$ cat src/rtl/ripple_carry_adder_cell.sv
// Purpose: single-bit full adder, one link of the ripple carry chain.
// Latency: purely combinational, zero cycles.
// Backpressure: none; output follows inputs continuously.
module full_adder_cell (
  input  logic a,
  input  logic b,
  input  logic ci,
  output logic s,
  output logic co
);

  logic p;

  // Propagate term is shared between the sum bit and the carry-propagate path.
  assign p  = a ^ b;
  assign s  = p ^ ci;
  assign co = (a & b) | (ci & p);

endmodule

$ cat src/rtl/ripple_carry_adder.sv
// Purpose: N-bit unsigned ripple-carry adder, {Cout,Sum} = A + B + Cin, plus a registered copy.
// Latency: Sum/Cout combinational (0 cycles); Sum_q/Cout_q exactly 1 cycle, captured every edge.
// Backpressure: none; no enable or handshake, the output register loads on every rising clk.
module ripple_carry_adder #(
  parameter int N = 8
) (
  input  logic [N-1:0] A,
  input  logic [N-1:0] B,
  input  logic         Cin,
  output logic [N-1:0] Sum,
  output logic         Cout,
  input  logic         clk,
  input  logic         rst,
  output logic [N-1:0] Sum_q,
  output logic         Cout_q
);

  // c[i] is the carry into bit i; c[N] is the carry out of the top bit.
  logic [N:0] c;

  assign c[0] = Cin;

  // One explicit full-adder cell per bit, carry wired cell to cell.
  for (genvar i = 0; i < N; i++) begin : g_chain
    full_adder_cell u_fa (
      .a  (A[i]),
      .b  (B[i]),
      .ci (c[i]),
      .s  (Sum[i]),
      .co (c[i+1])
    );
  end

  assign Cout = c[N];

  // Output register: synchronous clear, otherwise capture the combinational result every cycle.
  // Reset only touches this register; the combinational result stays live during reset.
  always_ff @(posedge clk) begin
    if (rst) begin
      Sum_q  <= '0;
      Cout_q <= 1'b0;
    end else begin
      Sum_q  <= Sum;
      Cout_q <= Cout;
    end
  end

endmodule

$ cat config.mk
export PLATFORM = sky130hd
export DESIGN_NAME = ripple_carry_adder
export DESIGN_NICKNAME = d
export VERILOG_FILES = /design/src/rtl/ripple_carry_adder_cell.sv /design/src/rtl/ripple_carry_adder.sv
export SDC_FILE = /design/constraint.sdc
export NUM_CORES = 1
export LEC_CHECK = 0
export CELL_PAD_IN_SITES_DETAIL_PLACEMENT = 0
export CELL_PAD_IN_SITES_GLOBAL_PLACEMENT = 1
export CORE_ASPECT_RATIO = 0.75
export CORE_UTILIZATION = 22
export DETAILED_ROUTE_END_ITERATION = 6
export PLACE_DENSITY = 0.93
export SLEW_MARGIN = 25
export SYNTH_ARGS = -nofsm -noshare
export SYNTH_HDL_FRONTEND = slang
export SYNTH_HIERARCHICAL = 1
export SYNTH_SLANG_ARGS = --single-unit
export TNS_END_PERCENT = 50
$ cat constraint.sdc
create_clock -name clk -period 11.7 [get_ports clk]
set_input_delay 1.17 -clock clk [delete_from_list [all_inputs] [get_ports clk]]
set_output_delay 1.17 -clock clk [all_outputs]
set_load 0.1 [all_outputs]
==> flow_metrics.tcl <==
set metrics [dict create \
    status "finished clean" \
    fill_cells 152 \
    synth_common_cells "dfxtp_1, nor2b_1, fa_1" \
    nNetsFinal 94 \
    synth_seq_cells 9 \
    cp.arrival_ns 6.03 \
    core_sq_mm 0.001577 \
    wl_per_cell_um 9.138 \
    grt_pass1_wl_um 1138 \
    cts_resized 0 \
    worstPathRequired_ns 10.53 \
    endpoint_kind "primary output" \
    area_growth_pct 104.1 \
    holdCritPathClass "input port to flip-flop" \
    fmax_mhz 138.8 \
    vias_per_cell 3.586 \
    globalplace.congestion 0.6167 \
    p_per_area_mw_per_mm2 202.0 \
    cap_viol_max_count 0 \
    initial_core_util_pct 25.16 \
    cts_buffer_depth 2 \
    rsz0062_at_grt "false" \
    report.final.slew_viol_count 0 \
    netlist_area_sq_um 396.6 \
    antenna_found_initial 0 \
    synth-seq-area-share_pct 45.43 \
    cts_root_buf "clkbuf_4" \
    die_h_um 38.77 \
    setup_tns_ns 0 \
    ant_nets 0 \
    synth.avg_cell_area_sq_um 15.25 \
    htreeDepth 1 \
    postCtsSetupBuffers 0 \
    yosysWarnings 6 \
    finalWirelength_um 795 \
    drt_iter0_drc 2 \
    worstSetupPathType "input port to primary output" \
    maxSlewHeadroom_pct 34.35 \
    io_buffers 36 \
    post-route-period-util_pct 61.57 \
    synth_area_leaders "dfxtp_1, fa_1, nor2b_1" \
    setup_viol 0 \
    worst_pin_slew_ns 0.9816 \
    yosys.area.top_type "dfxtp_1" \
    cts-hold-fix-buffers 0 \
    grt_max_degree 10 \
    synth_ff_type "dfxtp_1" \
    pin_count 37 \
    synth_cell_types 3 \
    async_flop_share_pct 0 \
    yosys.area.top_type_share_pct 45.43 \
    clkSlewWorstSetupHoldPaths_ns 0.05 \
    die-width_um 51.03 \
    row_count 12 \
    die-area_sq_mm 0.001978 \
    peakVddDrop_mv 0.08211 \
    synth_enable_flop_cells 0 \
    diodes 0 \
    route.detailed.drc 0 \
    grt_use_total_pct 8.282 \
    grt_pass1_vias 275 \
    drive_gt1_share_pct 4.545 \
    via_count 312 \
    cp_max_fo 2 \
    hold_viol 0 \
    drt_first_pass_iters 3 \
    fin_hold_ws_ns 1.653 \
    leakagePower_nw 0.3065 \
    cp-start-kind "input port" \
    finalWorstPathRequiredPeriod_ns 7.204 \
    syn_inst 26 \
    synthesis.nets 53 \
    cts_sinks 9 \
    numCtsBuffers 3 \
    cts_tree "yes" \
    grt_remaining_overflow 0 \
]
-- path summary, 6_finish.rpt --
path	from	cells after the start	end
hold / removal	rst	2	Sum_q[7]
setup / recovery	A[0]	10	Sum[7]
-- flip-flops by register name (all words and copies together), names as in the netlist --
register  count
Sum_q         8
Cout_q        1
-- critical path, cell delays in order --
cell and delay [ns]:
clkdlybuf4s50_1 0.43, fa_1 0.44, fa_1 0.39, fa_1 0.39
fa_1 0.39, fa_1 0.40, fa_1 0.40, fa_1 0.40
fa_1 0.50, clkdlybuf4s50_1 1.13
-- cell type report --
type | instances | area (sq um) | share of cell area, %
Tap cell | 21 | 26.28 | 3.246
Sequential cell | 9 | 180.2 | 22.26
Timing Repair Buffer | 36 | 360.3 | 44.51
Clock buffer | 4 | 26.28 | 3.246
Multi-Input combinational cell | 17 | 216.5 | 26.74
-- through the flow --
step,setup slack (ns),cells,instance area [sq um],utilization (%),power [W]
after floorplan,5.517,26,396.6,-,0.0001194
after global placement,4.516,83,783.3,49.68,0.0001422
after detailed placement,4.475,83,783.3,49.68,0.0001428
after CTS,4.474,87,809.5,51.35,0.0001651
after global routing,4.338,87,809.5,51.35,0.0001700
final,4.496,87,809.5,51.35,0.0001635
-- routing by layer --
layer / track usage [%] / wire, um / vias to the layer above
met1: 9.179 / 309 / 141
met3: 1.569 / 47 / 0
li1: - / - / 159
met2: 14.47 / 437 / 12
met4: 6.250 / 0 / 0
met5: 0 / 0 / -
-- where the power goes --
part	internal [W]	switching (W)	total, W
registers	0.0000344	0.000000769	0.0000352
logic	0.0000261	0.0000800	0.000106
clock network	0.0000130	0.00000923	0.0000223
-- cell families (layout without fill, tap and decap cells) --
kind of cell,after synthesis,in the layout,share of synthesized area [%]
fa+ha+maj,8,8,40.38
flops,9,9,45.43
simple gates,9,9,14.19
buf+inv,0,40,0
-- cell usage in the layout, fill, tap and decap left out --
master,count
fa_1,8
clkdlybuf4s50_1,36
dfxtp_1,9
nor2b_1,9
clkbuf_4,3
clkbuf_1,1
Power figures use the tool's default switching activity.
